===== src/rtl/cam_lookup_ctrl_pkg.sv =====
`default_nettype none
// ============================================================================
// Module      : cam_ctrl_pkg
// Description : Shared constants, request opcodes and controller state
//               encoding for the CAM lookup controller.
// Revision    : 1.0 - initial release
// ============================================================================
package cam_ctrl_pkg;

  localparam int DATA_WIDTH  = 32;
  localparam int INDEX_WIDTH = 5;
  localparam int DEPTH       = 2 ** INDEX_WIDTH;

  // Client request opcodes.
  typedef enum logic [1:0] {
    OP_LOOKUP = 2'd0,
    OP_INSERT = 2'd1,
    OP_DELETE = 2'd2,
    OP_FLUSH  = 2'd3
  } op_t;

  // Controller sequencing states.
  typedef enum logic [2:0] {
    IDLE   = 3'd0,
    SEARCH = 3'd1,
    SWAIT  = 3'd2,
    RDVIC  = 3'd3,
    RWAIT  = 3'd4,
    WRITE  = 3'd5,
    RESP   = 3'd6
  } state_t;

endpackage : cam_ctrl_pkg
`default_nettype wire


===== src/rtl/cam_lookup_ctrl_if.sv =====
`default_nettype none
// ============================================================================
// Module      : cam_lookup_ctrl_if
// Description : Client request/response port plus CAM port of the lookup
//               controller. The slave modport is the controller's view; the
//               master modport is the surrounding client + CAM view.
// Revision    : 1.0 - initial release
// ============================================================================
interface cam_lookup_ctrl_if;
  import cam_ctrl_pkg::*;

  // Client request / response
  logic                   req_valid_i;
  logic                   req_ready_o;
  logic [1:0]             req_op_i;
  logic [DATA_WIDTH-1:0]  req_data_i;
  logic [INDEX_WIDTH-1:0] req_index_i;
  logic                   rsp_valid_o;
  logic                   rsp_ready_i;
  logic                   rsp_hit_o;
  logic [INDEX_WIDTH-1:0] rsp_index_o;
  logic                   rsp_evict_o;
  logic [DATA_WIDTH-1:0]  rsp_evict_data_o;
  logic [INDEX_WIDTH:0]   occupancy_o;

  // CAM side
  logic                   cam_read_enable_o;
  logic [INDEX_WIDTH-1:0] cam_read_index_o;
  logic                   cam_write_enable_o;
  logic [INDEX_WIDTH-1:0] cam_write_index_o;
  logic [DATA_WIDTH-1:0]  cam_write_data_o;
  logic                   cam_search_enable_o;
  logic [DATA_WIDTH-1:0]  cam_search_data_o;
  logic                   cam_read_valid_i;
  logic [DATA_WIDTH-1:0]  cam_read_value_i;
  logic                   cam_search_valid_i;
  logic [INDEX_WIDTH-1:0] cam_search_index_i;

  modport slave (
    input  req_valid_i, req_op_i, req_data_i, req_index_i, rsp_ready_i,
           cam_read_valid_i, cam_read_value_i, cam_search_valid_i,
           cam_search_index_i,
    output req_ready_o, rsp_valid_o, rsp_hit_o, rsp_index_o, rsp_evict_o,
           rsp_evict_data_o, occupancy_o, cam_read_enable_o, cam_read_index_o,
           cam_write_enable_o, cam_write_index_o, cam_write_data_o,
           cam_search_enable_o, cam_search_data_o
  );

  modport master (
    output req_valid_i, req_op_i, req_data_i, req_index_i, rsp_ready_i,
           cam_read_valid_i, cam_read_value_i, cam_search_valid_i,
           cam_search_index_i,
    input  req_ready_o, rsp_valid_o, rsp_hit_o, rsp_index_o, rsp_evict_o,
           rsp_evict_data_o, occupancy_o, cam_read_enable_o, cam_read_index_o,
           cam_write_enable_o, cam_write_index_o, cam_write_data_o,
           cam_search_enable_o, cam_search_data_o
  );

endinterface : cam_lookup_ctrl_if
`default_nettype wire


===== src/rtl/cam_lookup_ctrl_free_finder.sv =====
`default_nettype none
// ============================================================================
// Module      : cam_free_finder
// Description : Lowest-zero priority encoder over the entry-valid bitmap.
//               Reports the lowest free entry and whether any entry is free.
// Revision    : 1.0 - initial release
// ============================================================================
module cam_free_finder #(
  parameter int DEPTH       = 32,
  parameter int INDEX_WIDTH = 5
) (
  input  logic [DEPTH-1:0]       i_valid,
  output logic [INDEX_WIDTH-1:0] o_free_index,
  output logic                   o_any_free
);

  // Scan from the top down so the lowest free entry is the last one written.
  always_comb begin
    o_free_index = '0;
    o_any_free   = 1'b0;
    for (int i = DEPTH - 1; i >= 0; i--) begin
      if (!i_valid[i]) begin
        o_free_index = INDEX_WIDTH'(i);
        o_any_free   = 1'b1;
      end
    end
  end

endmodule : cam_free_finder
`default_nettype wire


===== src/rtl/cam_lookup_ctrl.sv =====
`default_nettype none
// ============================================================================
// Module      : cam_lookup_ctrl
// Description : Sequencing controller in front of a 32 x 32-bit CAM. Turns
//               single-beat LOOKUP/INSERT/DELETE/FLUSH requests into CAM
//               search/read/write cycles, owns the entry-valid bitmap and
//               allocates slots, evicting round-robin when the CAM is full.
// Revision    : 1.0 - initial release
// ============================================================================
module cam_lookup_ctrl
  import cam_ctrl_pkg::*;
(
  input  logic             clk_i,
  input  logic             rst_i,
  cam_lookup_ctrl_if.slave ctrl
);

  localparam logic [INDEX_WIDTH:0]   C_OCC_ONE     = (INDEX_WIDTH + 1)'(1);
  localparam logic [INDEX_WIDTH-1:0] C_VICTIM_LAST = INDEX_WIDTH'(DEPTH - 1);

  state_t                 r_state;
  state_t                 w_state_next;
  op_t                    r_op;
  logic [DATA_WIDTH-1:0]  r_key;
  logic [INDEX_WIDTH-1:0] r_widx;
  logic [INDEX_WIDTH-1:0] r_victim;
  logic [DEPTH-1:0]       r_valid;
  logic [INDEX_WIDTH:0]   r_occ;
  logic                   r_rsp_hit;
  logic [INDEX_WIDTH-1:0] r_rsp_index;
  logic                   r_rsp_evict;
  logic [DATA_WIDTH-1:0]  r_rsp_evict_data;

  op_t                    w_req_op;
  logic                   w_req_ready;
  logic                   w_accept;
  logic                   w_qhit;
  logic                   w_stale;
  logic                   w_any_free;
  logic [INDEX_WIDTH-1:0] w_free_index;

  assign w_req_op    = op_t'(ctrl.req_op_i);
  // Ready is forced low while reset is held so every output reads 0 in reset.
  assign w_req_ready = (r_state == IDLE) && !rst_i;
  assign w_accept    = ctrl.req_valid_i && w_req_ready;
  // A CAM match only counts if the controller still considers the entry live;
  // a match on a dead entry is a stale key left behind by DELETE/FLUSH.
  assign w_qhit      = ctrl.cam_search_valid_i &&  r_valid[ctrl.cam_search_index_i];
  assign w_stale     = ctrl.cam_search_valid_i && !r_valid[ctrl.cam_search_index_i];

  cam_free_finder #(
    .DEPTH       (DEPTH),
    .INDEX_WIDTH (INDEX_WIDTH)
  ) u_free_finder (
    .i_valid      (r_valid),
    .o_free_index (w_free_index),
    .o_any_free   (w_any_free)
  );

  // State register; reset aborts any in-flight operation.
  always_ff @(posedge clk_i or posedge rst_i) begin
    if (rst_i) begin
      r_state <= IDLE;
    end else begin
      r_state <= w_state_next;
    end
  end

  // Next-state decode.
  always_comb begin
    w_state_next = r_state;
    case (r_state)
      IDLE: begin
        if (w_accept) begin
          if (w_req_op == OP_LOOKUP || w_req_op == OP_INSERT) begin
            w_state_next = SEARCH;
          end else begin
            w_state_next = RESP;
          end
        end
      end
      SEARCH: w_state_next = SWAIT;
      SWAIT: begin
        if (r_op == OP_LOOKUP || w_qhit) begin
          w_state_next = RESP;
        end else if (w_stale || w_any_free) begin
          w_state_next = WRITE;
        end else begin
          w_state_next = RDVIC;
        end
      end
      RDVIC: w_state_next = RWAIT;
      RWAIT: begin
        if (ctrl.cam_read_valid_i) begin
          w_state_next = WRITE;
        end
      end
      WRITE: w_state_next = RESP;
      RESP: begin
        if (ctrl.rsp_ready_i) begin
          w_state_next = IDLE;
        end
      end
      default: w_state_next = IDLE;
    endcase
  end

  // Request capture, bitmap/occupancy bookkeeping and response registers.
  always_ff @(posedge clk_i or posedge rst_i) begin
    if (rst_i) begin
      r_op             <= OP_LOOKUP;
      r_key            <= '0;
      r_widx           <= '0;
      r_victim         <= '0;
      r_valid          <= '0;
      r_occ            <= '0;
      r_rsp_hit        <= 1'b0;
      r_rsp_index      <= '0;
      r_rsp_evict      <= 1'b0;
      r_rsp_evict_data <= '0;
    end else begin
      case (r_state)
        IDLE: begin
          if (w_accept) begin
            r_op             <= w_req_op;
            r_key            <= ctrl.req_data_i;
            r_rsp_hit        <= 1'b0;
            r_rsp_index      <= '0;
            r_rsp_evict      <= 1'b0;
            r_rsp_evict_data <= '0;
            if (w_req_op == OP_DELETE) begin
              r_valid[ctrl.req_index_i] <= 1'b0;
              r_rsp_hit                 <= r_valid[ctrl.req_index_i];
              r_rsp_index               <= ctrl.req_index_i;
              if (r_valid[ctrl.req_index_i]) begin
                r_occ <= r_occ - C_OCC_ONE;
              end
            end else if (w_req_op == OP_FLUSH) begin
              r_valid  <= '0;
              r_occ    <= '0;
              r_victim <= '0;
            end
          end
        end
        SWAIT: begin
          // Slot priority for an INSERT miss: stale match (keeps keys unique),
          // then lowest free entry, then the round-robin victim.
          if (r_op == OP_LOOKUP || w_qhit) begin
            r_rsp_hit   <= w_qhit;
            r_rsp_index <= w_qhit ? ctrl.cam_search_index_i : '0;
          end else if (w_stale) begin
            r_widx <= ctrl.cam_search_index_i;
          end else if (w_any_free) begin
            r_widx <= w_free_index;
          end else begin
            r_widx <= r_victim;
          end
        end
        RWAIT: begin
          if (ctrl.cam_read_valid_i) begin
            r_rsp_evict      <= 1'b1;
            r_rsp_evict_data <= ctrl.cam_read_value_i;
          end
        end
        WRITE: begin
          r_valid[r_widx] <= 1'b1;
          r_rsp_hit       <= 1'b0;
          r_rsp_index     <= r_widx;
          if (r_rsp_evict) begin
            r_victim <= (r_victim == C_VICTIM_LAST) ? '0 : r_victim + 1'b1;
          end else begin
            r_occ <= r_occ + C_OCC_ONE;
          end
        end
        default: ;
      endcase
    end
  end

  // Output decode: strobes are pure functions of the state so reset kills them.
  always_comb begin
    ctrl.req_ready_o         = w_req_ready;
    ctrl.rsp_valid_o         = (r_state == RESP);
    ctrl.rsp_hit_o           = r_rsp_hit;
    ctrl.rsp_index_o         = r_rsp_index;
    ctrl.rsp_evict_o         = r_rsp_evict;
    ctrl.rsp_evict_data_o    = r_rsp_evict_data;
    ctrl.occupancy_o         = r_occ;
    ctrl.cam_search_enable_o = (r_state == SEARCH);
    ctrl.cam_search_data_o   = r_key;
    ctrl.cam_read_enable_o   = (r_state == RDVIC);
    ctrl.cam_read_index_o    = r_victim;
    ctrl.cam_write_enable_o  = (r_state == WRITE);
    ctrl.cam_write_index_o   = r_widx;
    ctrl.cam_write_data_o    = r_key;
  end

endmodule : cam_lookup_ctrl
`default_nettype wire


===== src/flat_wrapper.sv =====
// flat-port wrapper written by rule: the top's interface ports become plain ports
module cam_lookup_ctrl_flat import cam_ctrl_pkg::*;
  (clk_i, rst_i, ctrl_req_valid_i, ctrl_req_op_i, ctrl_req_data_i, ctrl_req_index_i, ctrl_rsp_ready_i, ctrl_cam_read_valid_i, ctrl_cam_read_value_i, ctrl_cam_search_valid_i, ctrl_cam_search_index_i, ctrl_req_ready_o, ctrl_rsp_valid_o, ctrl_rsp_hit_o, ctrl_rsp_index_o, ctrl_rsp_evict_o, ctrl_rsp_evict_data_o, ctrl_occupancy_o, ctrl_cam_read_enable_o, ctrl_cam_read_index_o, ctrl_cam_write_enable_o, ctrl_cam_write_index_o, ctrl_cam_write_data_o, ctrl_cam_search_enable_o, ctrl_cam_search_data_o);
  cam_lookup_ctrl_if ctrl_i ();
  input  logic clk_i;
  input  logic rst_i;
  input wire logic [$bits(ctrl_i.req_valid_i)-1:0] ctrl_req_valid_i;
  input wire logic [$bits(ctrl_i.req_op_i)-1:0] ctrl_req_op_i;
  input wire logic [$bits(ctrl_i.req_data_i)-1:0] ctrl_req_data_i;
  input wire logic [$bits(ctrl_i.req_index_i)-1:0] ctrl_req_index_i;
  input wire logic [$bits(ctrl_i.rsp_ready_i)-1:0] ctrl_rsp_ready_i;
  input wire logic [$bits(ctrl_i.cam_read_valid_i)-1:0] ctrl_cam_read_valid_i;
  input wire logic [$bits(ctrl_i.cam_read_value_i)-1:0] ctrl_cam_read_value_i;
  input wire logic [$bits(ctrl_i.cam_search_valid_i)-1:0] ctrl_cam_search_valid_i;
  input wire logic [$bits(ctrl_i.cam_search_index_i)-1:0] ctrl_cam_search_index_i;
  output wire logic [$bits(ctrl_i.req_ready_o)-1:0] ctrl_req_ready_o;
  output wire logic [$bits(ctrl_i.rsp_valid_o)-1:0] ctrl_rsp_valid_o;
  output wire logic [$bits(ctrl_i.rsp_hit_o)-1:0] ctrl_rsp_hit_o;
  output wire logic [$bits(ctrl_i.rsp_index_o)-1:0] ctrl_rsp_index_o;
  output wire logic [$bits(ctrl_i.rsp_evict_o)-1:0] ctrl_rsp_evict_o;
  output wire logic [$bits(ctrl_i.rsp_evict_data_o)-1:0] ctrl_rsp_evict_data_o;
  output wire logic [$bits(ctrl_i.occupancy_o)-1:0] ctrl_occupancy_o;
  output wire logic [$bits(ctrl_i.cam_read_enable_o)-1:0] ctrl_cam_read_enable_o;
  output wire logic [$bits(ctrl_i.cam_read_index_o)-1:0] ctrl_cam_read_index_o;
  output wire logic [$bits(ctrl_i.cam_write_enable_o)-1:0] ctrl_cam_write_enable_o;
  output wire logic [$bits(ctrl_i.cam_write_index_o)-1:0] ctrl_cam_write_index_o;
  output wire logic [$bits(ctrl_i.cam_write_data_o)-1:0] ctrl_cam_write_data_o;
  output wire logic [$bits(ctrl_i.cam_search_enable_o)-1:0] ctrl_cam_search_enable_o;
  output wire logic [$bits(ctrl_i.cam_search_data_o)-1:0] ctrl_cam_search_data_o;
  assign ctrl_i.req_valid_i = ctrl_req_valid_i;
  assign ctrl_i.req_op_i = ctrl_req_op_i;
  assign ctrl_i.req_data_i = ctrl_req_data_i;
  assign ctrl_i.req_index_i = ctrl_req_index_i;
  assign ctrl_i.rsp_ready_i = ctrl_rsp_ready_i;
  assign ctrl_i.cam_read_valid_i = ctrl_cam_read_valid_i;
  assign ctrl_i.cam_read_value_i = ctrl_cam_read_value_i;
  assign ctrl_i.cam_search_valid_i = ctrl_cam_search_valid_i;
  assign ctrl_i.cam_search_index_i = ctrl_cam_search_index_i;
  assign ctrl_req_ready_o = ctrl_i.req_ready_o;
  assign ctrl_rsp_valid_o = ctrl_i.rsp_valid_o;
  assign ctrl_rsp_hit_o = ctrl_i.rsp_hit_o;
  assign ctrl_rsp_index_o = ctrl_i.rsp_index_o;
  assign ctrl_rsp_evict_o = ctrl_i.rsp_evict_o;
  assign ctrl_rsp_evict_data_o = ctrl_i.rsp_evict_data_o;
  assign ctrl_occupancy_o = ctrl_i.occupancy_o;
  assign ctrl_cam_read_enable_o = ctrl_i.cam_read_enable_o;
  assign ctrl_cam_read_index_o = ctrl_i.cam_read_index_o;
  assign ctrl_cam_write_enable_o = ctrl_i.cam_write_enable_o;
  assign ctrl_cam_write_index_o = ctrl_i.cam_write_index_o;
  assign ctrl_cam_write_data_o = ctrl_i.cam_write_data_o;
  assign ctrl_cam_search_enable_o = ctrl_i.cam_search_enable_o;
  assign ctrl_cam_search_data_o = ctrl_i.cam_search_data_o;
  cam_lookup_ctrl u_core (.clk_i(clk_i), .rst_i(rst_i), .ctrl(ctrl_i));
endmodule

===== config.mk =====
export PLATFORM = sky130hd
export DESIGN_NAME = cam_lookup_ctrl_flat
export DESIGN_NICKNAME = d
export VERILOG_FILES = /design/src/rtl/cam_lookup_ctrl_pkg.sv /design/src/rtl/cam_lookup_ctrl_if.sv /design/src/rtl/cam_lookup_ctrl_free_finder.sv /design/src/rtl/cam_lookup_ctrl.sv /design/src/flat_wrapper.sv
export SDC_FILE = /design/constraint.sdc
export NUM_CORES = 1
export LEC_CHECK = 0
export ABC_AREA = 1
export BUFFER_PORTS_ARGS = -buffer_cell sky130_fd_sc_hd__buf_2
export CAP_MARGIN = 20
export CORE_ASPECT_RATIO = 1.5
export CORE_MARGIN = 4
export CORE_UTILIZATION = 47
export DETAILED_ROUTE_END_ITERATION = 16
export PLACE_DENSITY_LB_ADDON = 0.15
export SLEW_MARGIN = 20
export SYNTH_ARGS = -nofsm -noshare
export SYNTH_HDL_FRONTEND = slang
export SYNTH_SLANG_ARGS = --single-unit

===== constraint.sdc =====
create_clock -name clk_i -period 4.05 [get_ports clk_i]
set_clock_uncertainty 0.15 [all_clocks]
set_input_delay 0.81 -clock clk_i [delete_from_list [all_inputs] [get_ports clk_i]]
set_output_delay 0.81 -clock clk_i [all_outputs]
set_load 0.01 [all_outputs]

* Word level (Yosys, flattened, before mapping)
Index checks and enable logic that the tools add are counted.
Operators by class: bitwise operators 4, reductions and logical operators 25, add/sub/neg operators 3, eq/ne operators 20, magnitude comparators 5, multiplexer cells 112
Operator list (count):
- 5-bit two-way mux | 43
- 32-bit two-way mux | 5
- 32-bit one-hot mux with 2 select lines | 2
- 1-bit two-way mux | 41
- 32-bit AND | 1
- 32-bit NOT | 1
- 32-bit bitwise OR | 1
- 6-bit two-way mux | 5
- 3-bit one-hot mux with 7 select lines | 1
- 5-bit by 6-bit < comparator with 1-bit output (second input constant) | 3
- 3-bit two-way mux | 6
- 5-bit one-hot mux with 3 select lines | 1
- 6-bit one-hot mux with 2 select lines | 1
- 3-bit AND reduction | 4
- 1-bit binary-select mux with 5-bit select | 2
- 1-bit demux with 5-bit select | 2
- 5-bit by 1-bit greater-or-equal comparator with 1-bit output (second input constant) | 2
- 2-bit inequality test (second input constant) | 5
- 5-bit one-hot mux with 2 select lines | 1
- 5-bit AND reduction | 2
- 3-bit == test (second input constant) | 3
- 6-bit by 1-bit adder with 6-bit output (second input constant) | 1
- 3-bit by 2-bit == test with 1-bit output (second input constant) | 2
- 1-bit logical AND | 6
- 18 further kinds | 28
Storage, ports and cells: register bits after elaboration 124, bits of input ports 82

* Longest topological paths before layout
word-level depth 36, mapped depth 33

* By module
Synthesis repeated with hierarchy kept, for this count alone.
Second synthesis, totals: cell total of the unflattened synthesis 950, area, all modules 6999.2 µm²
By module, submodules not included:
- cam_lookup_ctrl | area each 6663.9 µm², cells an instance 871, seq. area each 3103.0 µm², instances 1
- cam_free_finder | area each 335.3 µm², cells an instance 79, seq. area each 0.0 µm², instances 1

* Worst setup path after synthesis
No wires, ideal clock.
path kind input port to flip-flop, from input port ctrl_cam_search_index_i[0], to register u_core.r_rsp_index[4], in the netlist u_core.ctrl.rsp_index_o[4], path buffers 2, setup slack 1.495 ns, stages on the path 18, setup time 0.128 ns, data arrival time 2.277 ns, cell sequence inv_1 > buf_2 > nand2_1 > o211ai_1 > nand3_1 > nand3_1 > nand3_1 > nand2_1 > nor2_1 > inv_1 > o21ai_2 > nor2_4 > inv_2 > nand2_1 > inv_2 > buf_6 > nor2_1 > a31oi_1
On the way: word-level cells in the longest chain between the ends 6, elaborated cells between the ends (all ways) 9, classes of those cells eq/ne (1); mux (5); reduce/logical (3)
Ends and longest elaborated chain:
- start, declared | RTL line flat_wrapper.sv:15 | input wire logic [$bits(ctrl_i.cam_search_index_i)-1:0] ctrl_cam_search_index_i;
- 1-bit binary-select mux with 5-bit select (*) | RTL line cam_lookup_ctrl.sv:48 | assign w_qhit = ctrl.cam_search_valid_i && r_valid[ctrl.cam_search_index_i];
- 1-bit two-way mux (not written as such) (*) | RTL line cam_lookup_ctrl.sv:48
- 1-bit logical AND (*) | RTL line cam_lookup_ctrl.sv:48
- 5-bit two-way mux / 1-bit logical OR (equally long branches) | RTL line cam_lookup_ctrl.sv:150, cam_lookup_ctrl.sv:148
- 5-bit two-way mux / 2-bit by 1-bit inequality test with 1-bit output (equally long branches)
- 5-bit one-hot mux with 3 select lines / 3-bit AND reduction (equally long branches)
- end signal, assigned | RTL line cam_lookup_ctrl.sv:134 | r_rsp_index <= ctrl.req_index_i;
- end signal, assigned | RTL line cam_lookup_ctrl.sv:150 | r_rsp_index <= w_qhit ? ctrl.cam_search_index_i : '0;
- end signal, assigned | RTL line cam_lookup_ctrl.sv:168 | r_rsp_index <= r_widx;
- end, declared | RTL line cam_lookup_ctrl.sv:30 | logic [INDEX_WIDTH-1:0] r_rsp_index;
Every way passes the cells marked *; elsewhere a longest branch is shown, timed or not. The select of a mux whose other input is x is not followed. A chain may end at the register's enable or synchronous reset.

* Worst setup path in the final report
from register u_core.r_valid[24], to register u_core.r_state[2]
On the way: word-level cells in the longest chain between the ends 29, elaborated cells between the ends (all ways) 35, classes of those cells mux (30); reduce/logical (5)
Ends and longest elaborated chain:
- start, declared | RTL line cam_lookup_ctrl.sv:27 | logic [DEPTH-1:0] r_valid;
- start signal, assigned | RTL line cam_lookup_ctrl.sv:115 | r_valid <= '0;
- start signal, assigned by index | RTL line cam_lookup_ctrl.sv:132 | r_valid[ctrl.req_index_i] <= 1'b0;
- start signal, assigned | RTL line cam_lookup_ctrl.sv:139 | r_valid <= '0;
- 1-bit two-way mux (25 in a row) | RTL line cam_lookup_ctrl_free_finder.sv:22 | if (!i_valid[i]) begin
- 1-bit logical OR | RTL line cam_lookup_ctrl.sv:86 | end else if (w_stale || w_any_free) begin
- 3-bit two-way mux | RTL line cam_lookup_ctrl.sv:86
- 3-bit two-way mux (*) | RTL line cam_lookup_ctrl.sv:84 | if (r_op == OP_LOOKUP || w_qhit) begin
- 3-bit one-hot mux with 7 select lines (*) | RTL line cam_lookup_ctrl.sv:72 | case (r_state)
- end signal, assigned | RTL line cam_lookup_ctrl.sv:65 | r_state <= w_state_next;
- end, declared | RTL line cam_lookup_ctrl.sv:21 | state_t r_state;
Marked as above.

==> impl_results.md <==
- Status: finished, final reports clean
- CTS Buffer Depth: 2
- Hold path startpoint: u_core.ctrl.rsp_evict_data_o[23]
- CP startpoint kind: flip-flop
- Total GRT Usage: 29.2%
- CTS tree: built
- Clk pin slew, worst setup/hold paths: 70 ps
- Worst Hold Class: reg -> reg
- PortBufs: roughly 210
- Routed wire length: 23.8 mm
- Initial antenna violation count: 0
- Nets: 1163
- Worst Setup End Kind: flip-flop
- Finished Layout Cells: 1282
- Worst path cell trace: inv_1 -> nor4_1 -> nand2_1 -> nor2_1 -> inv_1 -> nor2_1 -> inv_1 -> o21ai_0 -> nand3_1 -> nor3_1 -> o21ai_0
- Critical-path top delay cell: nor4_1
- Die footprint: between 15000 and 20000 µm²
- N_diodes: 0
- Cell Area, Synth: approximately 6800 µm²
- ANT nets after route: 0
- Vias in the first global route: 6919
- Die Span X: 106 µm
- Critical path peak fanout: 5
- Cell count after synthesis: 911
- Post-CTS Hold Fix Bufs: 0
- Sequential power share: between 30% and 40%
- Distinct cells, synth: 36
- Syn nets: ~1000
- Via density: roughly 5.5
- Vias: 6987
- Int Pwr: 0.00342 W
- Final number of hold-violating endpoints: 0
- Max Slew Vio Count: 0
- Net Sw Frac: 41.3%
- Origin of the critical flop-to-flop path: u_core.r_valid[24]
- Simple-gate share of the synthesized area: 25.8%
- Root Buffer: clkbuf_16
- RSZ-0062 raised after global routing: false
- Sum Neg Setup Slack: 0 ps
- Max incr delay on CP: 700 ps
- Inst Count DP: 1250
- FILL cells: 1366
- Hold slack: 343 ps
- Multiplexer share of the synthesized area: 0%
- Setup violators final: 0
- DPL Wire Length: approximately 18 mm
- CTS buffer count: 17
- Post-route DRC: 0
- Core area: 14100 µm²
- Largest family of logic cells by synthesized area: simple AND/OR/NAND/NOR gates
- Clock power frac: a little over a quarter
- Post-route clock period utilization: 73.1%
- Comb power frac: 37.5%
- Flops & latches, synth: about 120
- Synth-to-layout area growth: 23.0%
- Synth Area in Compound Gates: 16.6%
- Crit path from: u_core.r_valid[24]
- Crit-path most repeated cell: inv_1
- # rows: 53
- Rel. slew slack: 36.9%
- Multi-input logic area: 2980 µm²
- Fin crit period: between 2000 and 3000 ps
- Fmax: 338 MHz
- Largest net degree at the start of global routing: 68
- Drt initial violations: ~400
- Global-route wire length before repair: 37.4 mm
- Ys Warns: 0
- Least-Margin Pin Slew: 943 ps
- Power Density: between 600 and 700 nW/µm²
- Global route overflow: 0
- Avg Inst Size Synth: 7.47 µm²
- Leakage: 4.28 nW
- Seq/Total Area, Yosys: between 40% and 50%
- Critical path's top delay family: simple AND/OR/NAND/NOR gates
- Crit path kind: reg -> reg
- Routed WL per cell: 18.6 µm
- Psw: around 0.0024 W
- Routability-driven placement congestion ratio: 0.975
- VDD IR max: slightly above 400 µV
- Post-CTS Resized: 0
- Die Y: 155 µm
- Clk_lat worst skew: between 400 and 500 ps
- # Post-CTS Setup Buffers: 0
- XOR/XNOR share of the synthesized area: 0.644%
- Crit path required time: 4180 ps
- Max Cap Viol: 0
- CTS sink count: 124
- Boundary Pins: 206
- Data arrival, critical path: 3090 ps
- WP buf/inv: 3
- Reg area: roughly 3100 µm²
- H-tree depth: 4
- Initial Util: 48.2%
- Pre-antenna DRT Iters: 5
- Post-synthesis adder-cell area fraction: less than 1%
- Share of layout cells above drive strength 1: 24.1%
layout make-up:
cell class,instances,share of cell area (%)
well taps,192,2.87
inverters,84,3.81
repair buffers,218,13.6
clock inverters,14,1.90
multi-input cells,632,35.6
clock buffers,18,5.13
flip-flops and latches,124,37.1
worst paths after layout:
kind                            slack (ps)  cells past startpoint                               end
worst max register to register        1090                     11                 u_core.r_state[2]
worst min-delay path                   340                      2  u_core.ctrl.rsp_evict_data_o[23]
min in group asynchronous              390                      2                 u_core.r_valid[6]
max in group asynchronous             2390                      4                u_core.r_valid[19]
worst max-delay path                  1090                     11                 u_core.r_state[2]
worst min register to register         340                      2  u_core.ctrl.rsp_evict_data_o[23]
power groups by stage:
stage	registers, W	logic [W]	clock network, W
after global placement	0.00212	0.00218	0
after CTS	0.00211	0.00220	0.00154
after global routing	0.00217	0.00242	0.00160
after floorplan	0.00218	0.00133	0
after detailed placement	0.00211	0.00220	0
final	0.00211	0.00219	0.00153
cell usage in the layout, fill, tap and decap left out, drive strengths merged, types with 2 or more instances in the layout:
cell | netlist | routed
dfrtp | 124 | 124
clkinv | 1 | 6
bufinv | 0 | 2
o211ai | 8 | 8
a221oi | 4 | 4
nand2 | 255 | 255
o221ai | 3 | 3
nor4 | 3 | 3
clkbuf | 30 | 18
a31oi | 24 | 24
ha | 4 | 4
o31ai | 2 | 2
o22ai | 16 | 16
inv | 83 | 87
clkinvlp | 0 | 3
xor2 | 2 | 2
buf | 41 | 218
nor2 | 56 | 56
o21ai | 99 | 99
nand3 | 96 | 96
nor3 | 13 | 13
xnor2 | 3 | 3
a22oi | 5 | 5
a21oi | 33 | 33
cell families after synthesis:
family                     after synthesis
AOI/OAI and AO/OA                      198
buffers and inverters                  155
DFF                                    124
xor gates and xnor gates                 5
and+or+nand+nor                        425
adders and majority gates                4
flip-flops by register name, indices dropped and copies added (netlist names):
signal / cells
u_core.ctrl.cam_search_data_o: 32
u_core.ctrl.cam_write_index_o: 5
u_core.ctrl.rsp_evict_data_o: 32
u_core.r_valid: 32
u_core.r_op: 2
u_core.r_state: 3
u_core.ctrl.rsp_hit_o: 1
u_core.ctrl.cam_read_index_o: 5
u_core.ctrl.rsp_evict_o: 1
u_core.ctrl.rsp_index_o: 5
u_core.ctrl.occupancy_o: 6
Yosys cell counts, drive strengths merged:
| master | n | area share [%] |
|---|---|---|
| nand2 | 255 | 14 |
| a21oi | 33 | 2.5 |
| a31o | 1 | 0.13 |
| a22oi | 5 | 0.55 |
| nand3 | 96 | 7.1 |
| ha | 4 | 0.74 |
| xor2 | 2 | 0.26 |
| a31oi | 24 | 2.2 |
| a221oi | 4 | 0.51 |
| o2bb2ai | 1 | 0.13 |
| nand4 | 1 | 0.092 |
| o31ai | 2 | 0.22 |
| nand3b | 1 | 0.11 |
| nor4 | 3 | 0.28 |
| clkinv | 1 | 0.055 |
| o211ai | 8 | 0.88 |
| a311oi | 1 | 0.13 |
| nor3 | 13 | 0.96 |
| dfrtp | 124 | 46 |
| o21bai | 1 | 0.11 |
| o21ai | 99 | 7.3 |
| buf | 41 | 4.4 |
| clkbuf | 30 | 1.7 |
| o22ai | 16 | 1.5 |
| xnor2 | 3 | 0.39 |
| o221ai | 3 | 0.39 |
| inv | 83 | 4.6 |
| nor2 | 56 | 3.2 |
layer usage:
metal	vias to the layer above	wire [µm]	GRT usage [%]
met5	-	0	0
met2	287	12500	51.7
met3	79	1470	5.69
li1	3332	-	-
met1	3289	8500	32.7
met4	0	1390	16.2
tightest hold or removal path, delay by kind of cell (launching register included):
| kind | cells | cell delay, ps |
|---|---|---|
| DFF | 1 | 340 |
| and+or+nand+nor | 2 | 120 |
through the flow:
step / utilization [%] / worst slack (ps) / power, W / instance area [µm²]
after floorplan: - / 1500 / 0.00351 / 6810
after global placement: 55.1 / 875 / 0.00429 / 7780
after detailed placement: 55.1 / 787 / 0.00432 / 7780
after CTS: 59.2 / 1110 / 0.00585 / 8370
after global routing: 59.2 / 863 / 0.00619 / 8370
final: 59.2 / 1090 / 0.00583 / 8370
Power figures use the tool's default switching activity.
